File: config.mk
export PLATFORM = sky130hd
export DESIGN_NAME = corexy_move_sequencer
export DESIGN_NICKNAME = d
export VERILOG_FILES = /design/src/rtl/corexy_pkg.sv /design/src/rtl/move_fifo.sv /design/src/rtl/corexy_move_sequencer.sv
export SDC_FILE = /design/constraint.sdc
export NUM_CORES = 1
export LEC_CHECK = 0
export ABC_AREA = 1
export CELL_PAD_IN_SITES_DETAIL_PLACEMENT = 1
export CELL_PAD_IN_SITES_GLOBAL_PLACEMENT = 2
export CORE_AREA = 2 2 364 366
export CTS_CLUSTER_SIZE = 20
export DETAILED_ROUTE_END_ITERATION = 12
export DIE_AREA = 0 0 366 368
export PLACE_DENSITY_LB_ADDON = 0.1
export SYNTH_ARGS = -nofsm -noshare
export SYNTH_HDL_FRONTEND = slang
export SYNTH_HIERARCHICAL = 1
export SYNTH_SLANG_ARGS = --single-unit
File: constraint.sdc
create_clock -name clk -period 20.2 [get_ports clk]
set_input_delay 4.04 -clock clk [delete_from_list [all_inputs] [get_ports clk]]
set_output_delay 4.04 -clock clk [all_outputs]
set_load 0.02 [all_outputs]
File: src/rtl/corexy_pkg.sv
// corexy_pkg: shared types for the CoreXY move sequencer.
//   state_t - sequencer FSM states
//   FLT_*   - fault_code encodings
//   cmd_t   - queued Cartesian command (dx/dy already sign-extended to 32b)
//   motor_a/motor_b - CoreXY kinematics, A = dx+dy, B = dx-dy
package corexy_pkg;

  typedef enum logic [2:0] {
    S_IDLE,
    S_LOAD,
    S_START,
    S_RUN,
    S_CHECK,
    S_FAULT
  } state_t;

  localparam logic [1:0] FLT_NONE    = 2'b00;
  localparam logic [1:0] FLT_LIMIT   = 2'b01;
  localparam logic [1:0] FLT_TIMEOUT = 2'b10;

  typedef struct packed {
    logic [31:0] dx;
    logic [31:0] dy;
    logic [31:0] speed_a;
    logic [31:0] speed_b;
  } cmd_t;

  // Operands are sign-extended from DW <= 31 bits, so neither sum overflows.
  function automatic logic [31:0] motor_a(cmd_t c);
    return c.dx + c.dy;
  endfunction

  function automatic logic [31:0] motor_b(cmd_t c);
    return c.dx - c.dy;
  endfunction

endpackage

File: src/rtl/move_fifo.sv
// move_fifo: synchronous FIFO with occupancy output and synchronous flush.
//   clk, rst     - clock, async active-high reset
//   push, din    - write; ignored when full unless a pop happens the same cycle
//   pop, dout    - read; dout shows the head combinationally, pop ignored when empty
//   flush        - empties the FIFO at the next edge; wins over a same-cycle push
//   full, empty, level - status (level spans 0..DEPTH)
module move_fifo #(
  parameter int W     = 128,
  parameter int DEPTH = 8,
  localparam int AW   = $clog2(DEPTH)
) (
  input  logic          clk,
  input  logic          rst,
  input  logic          push,
  input  logic [W-1:0]  din,
  input  logic          pop,
  output logic [W-1:0]  dout,
  input  logic          flush,
  output logic          full,
  output logic          empty,
  output logic [AW:0]   level
);

  logic [W-1:0]  mem [DEPTH];
  logic [AW-1:0] wr_ptr, rd_ptr;
  logic [AW:0]   count;
  logic          do_push, do_pop;

  assign empty   = (count == '0);
  assign full    = (count == (AW+1)'(DEPTH));
  assign do_pop  = pop & ~empty;
  assign do_push = push & (~full | do_pop);
  assign dout    = mem[rd_ptr];
  assign level   = count;

  // Pointers are AW bits wide, so they wrap modulo DEPTH for free.
  always_ff @(posedge clk or posedge rst) begin
    if (rst) begin
      wr_ptr <= '0;
      rd_ptr <= '0;
      count  <= '0;
    end else if (flush) begin
      wr_ptr <= '0;
      rd_ptr <= '0;
      count  <= '0;
    end else begin
      if (do_push) wr_ptr <= wr_ptr + 1'b1;
      if (do_pop)  rd_ptr <= rd_ptr + 1'b1;
      case ({do_push, do_pop})
        2'b10:   count <= count + 1'b1;
        2'b01:   count <= count - 1'b1;
        default: count <= count;
      endcase
    end
  end

  always_ff @(posedge clk) begin
    if (do_push && !flush) mem[wr_ptr] <= din;
  end

endmodule

File: src/rtl/corexy_move_sequencer.sv
// corexy_move_sequencer: queues Cartesian moves and issues them to the CoreXY
// stepper pair driver as A = dx+dy, B = dx-dy with a start/busy handshake.
//   cmd_*        - command input (valid/ready), dx/dy signed DW bits
//   flush        - drop queued commands (an in-flight move still completes)
//   fault_clr    - leave FAULT, clearing fault/fault_code
//   stp_*        - driver interface: operands, start level, enable, busy, residuals
//   busy, level  - sequencer activity and FIFO occupancy
//   fault, fault_code - latched abort (01, residual steps left) or ack timeout (10)
//   pos_x, pos_y - present only with POS_TRACK_EN: accumulated executed position
module corexy_move_sequencer
  import corexy_pkg::*;
#(
  parameter int DEPTH       = 8,
  parameter int DW          = 24,
  parameter int ACK_TIMEOUT = 16
) (
  input  logic                     clk,
  input  logic                     rst,
  input  logic                     cmd_valid,
  output logic                     cmd_ready,
  input  logic [DW-1:0]            cmd_dx,
  input  logic [DW-1:0]            cmd_dy,
  input  logic [31:0]              cmd_speed_a,
  input  logic [31:0]              cmd_speed_b,
  input  logic                     flush,
  input  logic                     fault_clr,
  output logic [31:0]              stp_step_a,
  output logic [31:0]              stp_speed_a,
  output logic [31:0]              stp_step_b,
  output logic [31:0]              stp_speed_b,
  output logic                     stp_start,
  output logic                     stp_enable,
  input  logic                     stp_driving,
  input  logic [31:0]              stp_rem_a,
  input  logic [31:0]              stp_rem_b,
  output logic                     busy,
  output logic [$clog2(DEPTH):0]   level,
  output logic                     fault,
  output logic [1:0]               fault_code
`ifdef POS_TRACK_EN
  ,
  output logic [31:0]              pos_x,
  output logic [31:0]              pos_y
`endif
);

  localparam int CMD_W = $bits(cmd_t);
  localparam int CW    = $clog2(ACK_TIMEOUT + 1);

  state_t           state, state_n;
  logic [1:0]       flt_n;
  cmd_t             cmd_in, head, cmd_q;
  logic [CMD_W-1:0] fifo_dout;
  logic             fifo_full, fifo_empty, fifo_flush;
  logic             pop, enter_fault;
  logic [31:0]      mv_a, mv_b;
  logic [CW-1:0]    ack_cnt;

  always_comb begin
    cmd_in         = '0;
    cmd_in.dx      = {{(32-DW){cmd_dx[DW-1]}}, cmd_dx};
    cmd_in.dy      = {{(32-DW){cmd_dy[DW-1]}}, cmd_dy};
    cmd_in.speed_a = cmd_speed_a;
    cmd_in.speed_b = cmd_speed_b;
  end

  assign cmd_ready = ~fifo_full;
  assign head      = fifo_dout;

  move_fifo #(.W(CMD_W), .DEPTH(DEPTH)) u_fifo (
    .clk   (clk),
    .rst   (rst),
    .push  (cmd_valid & cmd_ready),
    .din   (cmd_in),
    .pop   (pop),
    .dout  (fifo_dout),
    .flush (fifo_flush),
    .full  (fifo_full),
    .empty (fifo_empty),
    .level (level)
  );

  // The popped head is parked here; LOAD converts it from this register.
  always_ff @(posedge clk or posedge rst) begin
    if (rst)      cmd_q <= '0;
    else if (pop) cmd_q <= head;
  end

  assign mv_a = motor_a(cmd_q);
  assign mv_b = motor_b(cmd_q);

  // ---- FSM: state register ----
  always_ff @(posedge clk or posedge rst) begin
    if (rst) state <= S_IDLE;
    else     state <= state_n;
  end

  // ---- FSM: next state ----
  always_comb begin
    state_n = state;
    flt_n   = FLT_NONE;
    case (state)
      S_IDLE:
        if (!fifo_empty && !fault && !stp_driving) state_n = S_LOAD;
      S_LOAD:
        // The driver ignores null moves, so never hand it one.
        state_n = (mv_a == '0 && mv_b == '0) ? S_IDLE : S_START;
      S_START:
        if (stp_driving) begin
          state_n = S_RUN;
        end else if (ack_cnt == CW'(ACK_TIMEOUT - 1)) begin
          state_n = S_FAULT;
          flt_n   = FLT_TIMEOUT;
        end
      S_RUN:
        if (!stp_driving) state_n = S_CHECK;
      S_CHECK:
        // Any residual count means a limit switch cut the move short.
        if (stp_rem_a == '0 && stp_rem_b == '0) begin
          state_n = S_IDLE;
        end else begin
          state_n = S_FAULT;
          flt_n   = FLT_LIMIT;
        end
      S_FAULT:
        if (fault_clr) state_n = S_IDLE;
      default:
        state_n = S_IDLE;
    endcase
  end

  // ---- FSM: outputs ----
  always_comb begin
    pop         = (state == S_IDLE) && (state_n == S_LOAD);
    enter_fault = (state != S_FAULT) && (state_n == S_FAULT);
    fifo_flush  = flush | enter_fault;
    stp_start   = (state == S_START);
    stp_enable  = (state != S_FAULT) && !rst;
    busy        = (state != S_IDLE) || !fifo_empty;
  end

  // Ack timeout counter only runs while START is held.
  always_ff @(posedge clk or posedge rst) begin
    if (rst)                  ack_cnt <= '0;
    else if (state == S_START) ack_cnt <= ack_cnt + 1'b1;
    else                      ack_cnt <= '0;
  end

  // Operands change only in LOAD, so they hold steady for the whole move.
  always_ff @(posedge clk or posedge rst) begin
    if (rst) begin
      stp_step_a  <= '0;
      stp_step_b  <= '0;
      stp_speed_a <= '0;
      stp_speed_b <= '0;
    end else if (state == S_LOAD) begin
      stp_step_a  <= mv_a;
      stp_step_b  <= mv_b;
      stp_speed_a <= cmd_q.speed_a;
      stp_speed_b <= cmd_q.speed_b;
    end
  end

  always_ff @(posedge clk or posedge rst) begin
    if (rst) begin
      fault      <= 1'b0;
      fault_code <= FLT_NONE;
    end else if (enter_fault) begin
      fault      <= 1'b1;
      fault_code <= flt_n;
    end else if (state == S_FAULT && fault_clr) begin
      fault      <= 1'b0;
      fault_code <= FLT_NONE;
    end
  end

`ifdef POS_TRACK_EN
  // Executed steps = commanded - residual; back to XY with x=(A+B)/2, y=(A-B)/2.
  logic [31:0] a_exec, b_exec;
  logic [32:0] sum_x, sum_y;

  assign a_exec = stp_step_a - stp_rem_a;
  assign b_exec = stp_step_b - stp_rem_b;
  assign sum_x  = {a_exec[31], a_exec} + {b_exec[31], b_exec};
  assign sum_y  = {a_exec[31], a_exec} - {b_exec[31], b_exec};

  always_ff @(posedge clk or posedge rst) begin
    if (rst) begin
      pos_x <= '0;
      pos_y <= '0;
    end else if (state == S_CHECK) begin
      pos_x <= pos_x + sum_x[32:1];
      pos_y <= pos_y + sum_y[32:1];
    end
  end
`endif

endmodule
==> qor.yml, run 1 <==
clock_network:
  clkTransAtPathRegs_ns: 0.06
  post_cts_resized: 0
  cts_max_level: 4
  cts.sinks: 1300
  cts_hold_buf: 0
  clockBufferDepth: 3
  numCtsBuffers: 142
  insertion_delay_ns: 0.77
  cts_tree: "yes"
  clock-root-buffer: "clkbuf_16"
  post_cts_buffers: 0
power_and_ir_drop:
  cellPowerDensity_nw_per_um2: 131
  comb_power_share_pct: 30.5
  ir_drop_v: 0.0000902
  switching_share_pct: 35.3
  pwr-share-clk_pct: 29.9
  switching_power_mw: 3.01
  leakagePower_nw: 25.3
  seqPwrFrac_pct: 39.6
  internal_power_mw: 5.51
setup_path:
  r2r-start: "cmd_q[115]"
  worst-path-stages: 5
  crit_buf_inv: 4
  max_stage_delay_ns: 0.60
  critPathTopFamily: "buffers and inverters"
  worstPathRequired_ns: 16.16
  path_max_fanout: 66
  rr_endpoint: "u_fifo/mem[5][105]"
  crit_chain: "clkdlybuf4s50_1, inv_8, nand2_1, inv_1, clkdlybuf4s50_1"
  cp.arrival_ns: 5.80
  r2r_slack_ns: 13.82
  crit_type: "in2out"
  ff2ff_path_depth: 23
  slowest_stage: "clkdlybuf4s50_1"
  endpoint_kind: "output port"
  critical_path.startpoint_type: "input pin"
  critPathMostFrequentCell: "clkdlybuf4s50_1"
grt:
  grt_busiest_layer: "met2"
  antenna_found_initial: 23
  overflow: 0
  grt_pass1_vias: 41500
  grt_pass1_wl_um: 249000
  grt_util_all_layers_pct: 24.0
  use_met3_pct: 3.92
  grt_use_met2_pct: 41.6
  use_met1_pct: 30.9
  grt_max_degree: 193
place:
  gp_congestion: 0.873
  place_hpwl_um: 97100
  dp_slack_ns: 10.31
  port-buffer-count: 320
detailed_routing:
  drt_iter0_drc: 2478
  num_vias: 39200
  drcViolationCount: 0
  first_pass_iters: 5
  antenna_left: 0
  routed_wl_um: 161000
  vias_per_cell: 5.25
  routedWlPerCell_um: 21.6
synthesis:
  netlist_area_um2: 55800
  syn_nets: 5616
  yosys.area.top_type: "edfxtp_1"
  yosysMostFrequentCell: "nand2_1"
  netlist_instances: 5363
  synth_top_cell_area_share_pct: 55.1
  synth_edf_count: 1024
  ys_warn_count: 6
  synth.avg_cell_area_um2: 10.4
  synth_area_leaders: "edfxtp_1 (55%), dfrtp_1 (12%), nand2_1 (9.0%)"
  ys_seq_elements: 1300
  synth_cell_type_count: 42
  synthArstFlopShare_pct: 21.2
  yosysSeqAreaShare_pct: 67.5
  synth_commonest_cells: "nand2_1 (1336), edfxtp_1 (1024), nor2_1 (907)"
  synth_flop_cell: "edfxtp_1"
timing:
  slew_headroom_pct: 20.3
  post-route-min-period_ns: 9.84
  hold_viol: 0
  finalSetupViolations: 0
  drv_slew: 0
  layout_setup_ws_ns: 10.36
  tightest_slew_ns: 1.20
  fin_skew_ns: 0.0309
  final.period_utilization_pct: 48.7
  timing.fmax_mhz: 102
  tns_ns: 0
  rsz0062_at_grt: "no"
cells_and_area:
  synthToLayoutAreaGrowth_pct: 16.4
  drive_above_1_share_pct: 6.03
  n_fill_cell: 14200
  layout.nets: 5840
hold_path:
  holdCritStartpoint: "ack_cnt[0]"
  holdPathStages: 1
  holdPathEnd: "ack_cnt[0]"
  min_path_type: "reg2reg"
floorplan:
  core_area_um2: 131000
  die-area_um2: 135000
  rows: 133
  die_h_um: 368
  io_pins: 321
  initial_utilization_pct: 42.7
  die_w_um: 366
run:
  cap_violations: 0
status:
  outcome: "finished clean"
metal layers:
metal	share of wire (%)	up-vias
met5	0.11	-
met4	2.4	26
met3	3.9	232
met2	50	709
met1	44	19800
li1	-	18500
flip-flops by register name (all words and copies together), names as in the netlist:
register       cells
u_fifo/mem      1024
cmd_q            128
stp_speed_a       32
stp_speed_b       32
stp_step_a        32
stp_step_b        31
ack_cnt            5
u_fifo/level       4
state              3
u_fifo/rd_ptr      3
u_fifo/wr_ptr      3
fault_code         2
fault              1
worst max path at each step:
stage                       to  from
floorplan           stp_enable   rst
global placement    stp_enable   rst
detailed placement  stp_enable   rst
CTS                 stp_enable   rst
global route        stp_enable   rst
finish              stp_enable   rst
cells by family (layout without fill, tap and decap cells):
family                     after synthesis  in the layout  synth area share, %
AOI/OAI and AO/OA                      981            981                 9.00
xor gates and xnor gates                 7              7                0.110
adders and majority gates               71             71                 1.63
buffers and inverters                  538            881                 4.27
DFF                                   1300           1300                 67.5
other                                    0              7                    0
and+or+nand+nor                       2466           2466                 17.5
placed cells by master (no fill, tap or decap), types with 42 or more instances in the layout:
master,synthesis,layout
a21oi_1,42,42
clkbuf_1,143,42
clkbuf_16,0,147
clkdlybuf4s50_1,0,318
dfrtp_1,276,273
edfxtp_1,1024,1024
ha_1,68,68
inv_1,239,236
nand2_1,1336,1335
nand3_1,109,109
nor2_1,907,899
o21ai_0,588,588
o21ai_1,316,316
layout make-up:
class | count | area (um2) | area share (%)
Antenna cell | 7 | 17.5 | 0.0270
Clock buffer | 204 | 4040 | 6.23
Clock inverter | 59 | 567 | 0.873
Inverter | 262 | 1020 | 1.56
Multi-Input combinational cell | 3525 | 15800 | 24.4
Sequential cell | 1300 | 37700 | 58.0
Tap cell | 1755 | 2200 | 3.38
Timing Repair Buffer | 356 | 3590 | 5.53
power groups by stage:
| stage | Sequential, mW | Combinational, mW | Clock [mW] |
|---|---|---|---|
| 2_1_floorplan | 3.52 | 1.56 | 0 |
| 3_3_place_gp | 3.42 | 2.59 | 0 |
| 3_5_place_dp | 3.43 | 2.62 | 0 |
| 4_1_cts | 3.38 | 2.64 | 2.61 |
| 5_1_grt | 3.41 | 2.93 | 2.71 |
| 6_report | 3.37 | 2.60 | 2.55 |
per-stage QoR:
step	std cells	cell area, um2	util [%]	power, mW	hold slack (ns)
2_1_floorplan	5363	55800	-	5.08	0.433
3_3_place_gp	7198	60300	46.1	6.00	0.453
3_5_place_dp	7198	60300	46.1	6.05	0.460
4_1_cts	7461	64900	49.6	8.63	0.475
5_1_grt	7463	64900	49.6	9.05	0.498
6_report	7468	64900	49.6	8.52	0.465
Power figures use the tool's default switching activity.
==> inputs of run 2 (changes only) <==
--- a/config.mk
+++ b/config.mk
@@ -8,10 +8,10 @@
 export ABC_AREA = 1
 export CELL_PAD_IN_SITES_DETAIL_PLACEMENT = 1
 export CELL_PAD_IN_SITES_GLOBAL_PLACEMENT = 2
-export CORE_AREA = 2 2 364 366
+export CORE_AREA = 2 2 377 379
 export CTS_CLUSTER_SIZE = 20
 export DETAILED_ROUTE_END_ITERATION = 12
-export DIE_AREA = 0 0 366 368
+export DIE_AREA = 0 0 379 381
 export PLACE_DENSITY_LB_ADDON = 0.1
 export SYNTH_ARGS = -nofsm -noshare
 export SYNTH_HDL_FRONTEND = slang
==> constraint.sdc (replaced) <==
create_clock -name clk -period 9.9 [get_ports clk]
set_input_delay 1.98 -clock clk [delete_from_list [all_inputs] [get_ports clk]]
set_output_delay 1.98 -clock clk [all_outputs]
set_load 0.02 [all_outputs]
==> run 2 against run 1 <==
Against the previous run: critical path type is now in2reg; register-to-register slack got worse by 9.5 ns; clock-buffer cell count is 9 higher; sequential power increased by 100%; die area rose by 7.2%; setup slack worse by 6.4 ns; critical path depth is 7 higher.
==> qor.yml, run 2 (synthesis gave the netlist of run 1 again) <==
timing:
  tightest_slew_ns: 1.16  # was 1.20 ns
  layout_setup_ws_ns: 3.93  # was 10.36 ns
  fin_skew_ns: 0.0393  # was 0.0309 ns
  post-route-min-period_ns: 5.97
  tns_ns: 0  # unchanged
  finalSetupViolations: 0  # unchanged
  slew_headroom_pct: 23.0  # was 20.3%
  drv_slew: 0  # unchanged
  final.period_utilization_pct: 60.3
  hold_viol: 0  # unchanged
  timing.fmax_mhz: 168
  rsz0062_at_grt: "no"  # unchanged
clock_network:
  clock-root-buffer: "clkbuf_16"  # unchanged
  cts_max_level: 4  # unchanged
  insertion_delay_ns: 0.79  # was 0.77 ns
  cts.sinks: 1300  # unchanged
  post_cts_buffers: 0  # unchanged
  cts_hold_buf: 0  # unchanged
  clockBufferDepth: 3  # unchanged
  post_cts_resized: 0  # unchanged
  numCtsBuffers: 146  # was 142
  clkTransAtPathRegs_ns: 0.06  # about the same
  cts_tree: "yes"  # unchanged
place:
  port-buffer-count: 320  # unchanged
  gp_congestion: 0.870  # was 0.873
  place_hpwl_um: 98900  # was 97100 um
  dp_slack_ns: 3.16  # was 10.31 ns
grt:
  grt_pass1_vias: 40400  # was 41.5k
  grt_util_all_layers_pct: 22.9  # was 24.0%
  grt_max_degree: 210  # was 193
  antenna_found_initial: 23  # unchanged
  overflow: 0  # unchanged
  grt_pass1_wl_um: 250000  # was 249000 um
setup_path:
  r2r-start: "cmd_q[108]"  # was cmd_q[115]
  endpoint_kind: "flip-flop"  # was output port
  crit_type: "in2reg"  # was in2out
  critical_path.startpoint_type: "input pin"  # unchanged
  worstPathRequired_ns: 10.31  # was 16.16 ns
  path_max_fanout: 96  # was 66
  startpoint: "stp_driving"  # was rst
  cp.arrival_ns: 6.37  # was 5.80 ns
detailed_routing:
  wl_met1_um: 73800  # was 70700 um
  drt_iter0_drc: 1948  # was 2478
  dr_wl_met3_um: 6740  # was 6340 um
  num_vias: 39100  # was 39.2k
  drcViolationCount: 0  # unchanged
  first_pass_iters: 5  # unchanged
  vias_per_cell: 5.13  # was 5.25
  antenna_left: 0  # unchanged
  top_layer: "met5"  # unchanged
  routed-wl-met2_um: 80500  # was 80400 um
  routedWlPerCell_um: 21.6  # about the same
  routed_wl_um: 165000  # was 161000 um
cells_and_area:
  top_register: "u_fifo/mem"  # unchanged
  final_cell_mix: "nand2_1 (1335), edfxtp_1 (1024), nor2_1 (899)"  # unchanged
  synthToLayoutAreaGrowth_pct: 16.9  # was 16.4%
  top_regs: "u_fifo/mem: 1024 flops, cmd_q: 128 flops"  # unchanged
  largest_reg_flops: 1024  # unchanged
  layout_commonest_cell: "nand2_1"  # unchanged
  drive_above_1_share_pct: 6.35  # was 6.03%
  layout.nets: 5850  # was 5840
floorplan:
  core_area_um2: 141000  # was 131000 um2
  die_w_um: 379  # was 366 um
  rows: 138  # was 133
  initial_utilization_pct: 39.7  # was 42.7%
  die_h_um: 381  # was 368 um
  io_pins: 321  # unchanged
  die-area_um2: 144000  # was 135000 um2
power_and_ir_drop:
  switching_power_mw: 6.27  # was 3.01 mW
  ir_drop_v: 0.000165  # was 0.0000902 V
  seqPwrFrac_pct: 39.3  # was 39.6%
  leakagePower_nw: 25.4  # was 25.3 nW
  internal_power_mw: 11.2  # was 5.51 mW
  switching_share_pct: 35.8  # was 35.3%
  pwr-share-clk_pct: 30.1  # was 29.9%
  cellPowerDensity_nw_per_um2: 268  # was 131 nW/um2
  comb_power_share_pct: 30.6  # was 30.5%
hold_path:
  min_path_type: "reg2reg"  # unchanged
  holdCritStartpoint: "stp_speed_a[25]"  # was ack_cnt[0]
status:
  outcome: "finished clean"  # unchanged
run:
  cap_violations: 0  # unchanged
-- run 2: changes by cell type in the layout (fill, tap and decap cells not counted), moves of 2 or more --
| cell | change |
|---|---|
| inv_16 | +4 |
| bufinv_16 | -4 |
| clkbuf_8 | +6 |
| clkinv_4 | +3 |
| clkinvlp_4 | +4 |
| clkinv_1 | -7 |
| buf_4 | +5 |
| diode_2 | -3 |
| clkbuf_1 | +2 |
-- run 2: final timing paths --
check,endpoint,slack (ns),cells after the start
hold reg to reg,stp_speed_a[25],0.47,2
max in group asynchronous,cmd_q[62],6.28,4
setup reg to reg,u_fifo/mem[7][125],4.29,23
min in group asynchronous,u_fifo/level[0],1.81,2
hold / removal,stp_speed_a[25],0.47,2
setup / recovery,u_fifo/mem[7][125],3.93,12
-- run 2: layout make-up --
class                   count  area, um2
fillers                 15400      75300
clock buffers             213       4160
diodes                      4       10.0
well taps                1890       2360
flip-flops and latches   1300      37700
multi-input cells        3525      15800
inverters                 262       1010
repair buffers            362       3650
clock inverters            58        528
-- run 2: worst max-delay path, stage by stage --
cell and delay [ns]:
clkdlybuf4s50_1 0.48, nor3_1 0.35, nand2_4 0.36, inv_6 0.58, nand2_1 0.25, nand2_1 0.14
nand2_1 0.11, nor2_1 0.19, nand2_1 0.27, nor2_4 0.19, buf_12 0.52, buf_4 0.64
-- run 2: power by group through the flow --
stage	Clock (mW)	Combinational (mW)	Sequential (mW)
floorplan	0	3.18	7.17
global placement	0	5.34	6.98
detailed placement	0	5.41	7.00
CTS	5.41	5.43	6.89
global route	5.62	6.03	6.95
finish	5.27	5.35	6.88
-- run 2: per-stage QoR --
step / area, um2 / hold slack [ns] / util, % / instances / total power [mW]
after floorplan: 55800 / 0.433 / - / 5363 / 10.4
after global placement: 60500 / 0.447 / 43.1 / 7339 / 12.3
after detailed placement: 60500 / 0.458 / 43.1 / 7339 / 12.4
after CTS: 65200 / 0.472 / 46.4 / 7610 / 17.7
after global routing: 65200 / 0.493 / 46.4 / 7612 / 18.6
final: 65200 / 0.468 / 46.4 / 7614 / 17.5
-- run 2: routing by layer --
layer,up-vias,global-route usage (%)
met5,-,0
met4,28,5.92
met3,239,4.26
met2,647,38.9
met1,19600,30.0
li1,18500,-
==> inputs of run 3 (changes only) <==
--- a/config.mk
+++ b/config.mk
@@ -8,10 +8,10 @@
 export ABC_AREA = 1
 export CELL_PAD_IN_SITES_DETAIL_PLACEMENT = 1
 export CELL_PAD_IN_SITES_GLOBAL_PLACEMENT = 2
-export CORE_AREA = 2 2 377 379
+export CORE_AREA = 2 2 397 399
 export CTS_CLUSTER_SIZE = 20
 export DETAILED_ROUTE_END_ITERATION = 12
-export DIE_AREA = 0 0 379 381
+export DIE_AREA = 0 0 399 401
 export PLACE_DENSITY_LB_ADDON = 0.1
 export SYNTH_ARGS = -nofsm -noshare
 export SYNTH_HDL_FRONTEND = slang
==> constraint.sdc (replaced) <==
create_clock -name clk -period 5.3 [get_ports clk]
set_input_delay 1.06 -clock clk [delete_from_list [all_inputs] [get_ports clk]]
set_output_delay 1.06 -clock clk [all_outputs]
set_load 0.02 [all_outputs]
==> run 3 against run 2 <==
Against the previous run: clock skew grew 0.0088 ns; global-route usage shrank 1.3 points; core utilization shrank 3.8 points; combinational power grew 91%; total power grew 89%; sequential cell count is the same; non-clock buffer count grew 55; design area grew 1.7%; critical path depth grew 11.
==> qor.yml, run 3 (synthesis gave the netlist of run 1 again) <==
detailed_routing:
  vias_per_cell: 5.00  # was 5.13
  drcViolationCount: 0  # unchanged
  routed_wl_um: 172000  # was 165000 um
  first_pass_iters: 5  # unchanged
  routedWlPerCell_um: 21.9  # was 21.6 um
  antenna_left: 0  # unchanged
  num_vias: 39200  # was 39.1k
  drt_iter0_drc: 2046  # was 1948
clock_network:
  cts_max_level: 4  # unchanged
  insertion_delay_ns: 0.79  # about the same
  clkTransAtPathRegs_ns: 0.06  # about the same
  cts.sinks: 1300  # unchanged
  clock-root-buffer: "clkbuf_16"  # unchanged
  cts_hold_buf: 0  # unchanged
  clockBufferDepth: 3  # unchanged
  post_cts_buffers: 0  # unchanged
  cts_tree: "yes"  # unchanged
  post_cts_resized: 0  # unchanged
  numCtsBuffers: 149  # was 146
setup_path:
  ff2ff_path_depth: 23  # unchanged
  critPathMostFrequentCell: "nand2_1"  # unchanged
  cp-endpoint: "u_fifo/mem[7][72]"  # was u_fifo/mem[7][125]
  crit_buf_inv: 2  # was 4
  crit_type: "reg2reg"  # was in2reg
  r2r_slack_ns: 0.44  # was 4.29 ns
  critical_path.startpoint_type: "flip-flop"  # was input pin
  path_max_fanout: 40  # was 96
  critPathTopFamily: "simple AND/OR/NAND/NOR gates"  # was buffers and inverters
  worstPathRequired_ns: 5.74  # was 10.31 ns
  endpoint_kind: "flip-flop"  # unchanged
  worst-path-stages: 23  # was 12
  rr_endpoint: "u_fifo/mem[7][72]"  # was u_fifo/mem[7][125]
  r2r-start: "cmd_q[70]"  # was cmd_q[108]
  slowest_stage: "ha_1"  # was buf_4
  cp.arrival_ns: 5.30  # was 6.37 ns
  max_stage_delay_ns: 0.63  # was 0.64 ns
  startpoint: "cmd_q[70]"  # was stp_driving
  crit_chain: "inv_1, ha_1, nand2_4, nor2_4, nand3_2, nand2_2, nand2_2, nand2_1, nand3b_1, nand2_1, nand2_1, nand2_1, nor2_1, nand3_1, nor2_1, nand2_1, nand2_2, nand4_4, nand2_1, nor2_1, nand2_1, nor2_4, buf_12"  # was clkdlybuf4s50_1, nor3_1, nand2_4, inv_6, nand2_1, nand2_1, nand2_1, nor2_1, nand2_1, nor2_4, buf_12, buf_4
place:
  dp.cells: 7562  # was 7339
  gp_congestion: 0.834  # was 0.870
  place_hpwl_um: 113000  # was 98900 um
  dp_slack_ns: 0.348  # was 3.16 ns
  port-buffer-count: 320  # unchanged
  postPlaceCellArea_um2: 61500  # was 60500 um2
cells_and_area:
  layout.nets: 5908  # was 5850
  drive_above_1_share_pct: 7.08  # was 6.35%
  final_cell_mix: "nand2_1 (1335), edfxtp_1 (1024), nor2_1 (899)"  # unchanged
  fin_area_um2: 66300  # was 65200 um2
  layout_commonest_cell: "nand2_1"  # unchanged
  top_regs: "u_fifo/mem: 1024 flops, cmd_q: 128 flops"  # unchanged
  final_cells: 7836  # was 7614
  top_register: "u_fifo/mem"  # unchanged
  largest_reg_flops: 1024  # unchanged
  n_fill_cell: 17200  # was 15.4k
  synthToLayoutAreaGrowth_pct: 18.8  # was 16.9%
power_and_ir_drop:
  ir_drop_v: 0.000317  # was 0.000165 V
  leakagePower_nw: 25.8  # was 25.4 nW
  cellPowerDensity_nw_per_um2: 499  # was 268 nW/um2
floorplan:
  initial_utilization_pct: 35.8  # was 39.7%
  core_area_um2: 156000  # was 141000 um2
  rows: 145  # was 138
  io_pins: 321  # unchanged
  die-area_um2: 160000  # was 144000 um2
  die_w_um: 399  # was 379 um
  die_h_um: 401  # was 381 um
timing:
  layout_setup_ws_ns: 0.435  # was 3.93 ns
  fin_skew_ns: 0.0481  # was 0.0393 ns
  post-route-min-period_ns: 4.86
  final.period_utilization_pct: 91.8
  tightest_slew_ns: 1.20  # was 1.16 ns
  timing.fmax_mhz: 206
  drv_slew: 0  # unchanged
  hold_viol: 0  # unchanged
  slew_headroom_pct: 20.2  # was 23.0%
  rsz0062_at_grt: "no"  # unchanged
  finalSetupViolations: 0  # unchanged
grt:
  grt_pass1_vias: 41500  # was 40.4k
  grt_pass1_wl_um: 263000  # was 250000 um
  overflow: 0  # unchanged
  antenna_found_initial: 8  # was 23
  grt_max_degree: 198  # was 210
  grt_util_all_layers_pct: 21.5  # was 22.9%
status:
  outcome: "finished clean"  # unchanged
run:
  cap_violations: 0  # unchanged
hold_path:
  min_path_type: "reg2reg"  # unchanged
==> run 3: cell types whose count changed in the layout (fill, tap and decap cells not counted), moves of 3 or more <==
| cell | previous run | this run |
|---|---|---|
| clkbuf_8 | 21 | 13 |
| clkinv_4 | 3 | 0 |
| buf_4 | 31 | 59 |
| buf_12 | 11 | 38 |
| clkinv_1 | 15 | 23 |
| bufinv_16 | 3 | 8 |
| clkinv_2 | 21 | 15 |
| clkinv_16 | 2 | 5 |
==> run 3: final cells by class <==
| type | instances | area (um2) | area share (%) |
|---|---|---|---|
| Tap cell | 2058 | 2570 | 3.88 |
| Multi-Input combinational cell | 3525 | 15800 | 23.9 |
| Clock buffer | 209 | 4110 | 6.19 |
| Antenna cell | 2 | 5.00 | 0.00755 |
| Timing Repair Buffer | 417 | 4400 | 6.63 |
| Sequential cell | 1300 | 37700 | 56.8 |
| Inverter | 262 | 1010 | 1.52 |
| Clock inverter | 63 | 713 | 1.08 |
==> run 3: through the flow <==
step / utilization (%) / hold WS, ns / power, mW / TNS [ns]
after floorplan: - / 0.433 / 19.3 / -1142.85
after global placement: 39.5 / 0.449 / 23.3 / 0
after detailed placement: 39.5 / 0.456 / 23.3 / 0
after CTS: 42.6 / 0.463 / 33.6 / 0
after global routing: 42.6 / 0.495 / 35.2 / 0
final: 42.6 / 0.457 / 33.1 / 0
==> run 3: routing by layer <==
metal | track usage, % | wire, um | up-vias
li1 | - | - | 18700
met1 | 29.6 | 79700 | 19700
met2 | 36.0 | 83000 | 627
met3 | 2.88 | 5570 | 206
met4 | 5.07 | 3450 | 2
met5 | 0 | 12 | -
==> run 3: how the worst min path moves through the flow <==
stage	start	end	slack (ns)	cells past startpoint
2_1_floorplan	ack_cnt[0]	ack_cnt[0]	0.43	1
3_3_place_gp	ack_cnt[0]	ack_cnt[0]	0.45	1
3_5_place_dp	ack_cnt[0]	ack_cnt[0]	0.46	1
4_1_cts	ack_cnt[0]	ack_cnt[0]	0.46	1
5_1_grt	stp_speed_a[13]	stp_speed_a[13]	0.49	2
6_report	ack_cnt[0]	ack_cnt[0]	0.46	1
==> run 3: power breakdown <==
part,leakage [nW],internal [mW],switching [mW]
sequential,12.7,12.2,0.615
clock,2.33,5.85,4.26
combinational,10.7,3.29,6.93
total,25.8,21.3,11.8
==> run 3: worst reg2reg max path: cells and delay by family, from the launching register on <==
kind	cells	cell delay, ns
simple gates	20	3.14
fa+ha+maj	1	0.63
buf+inv	2	0.38
flops	1	0.35
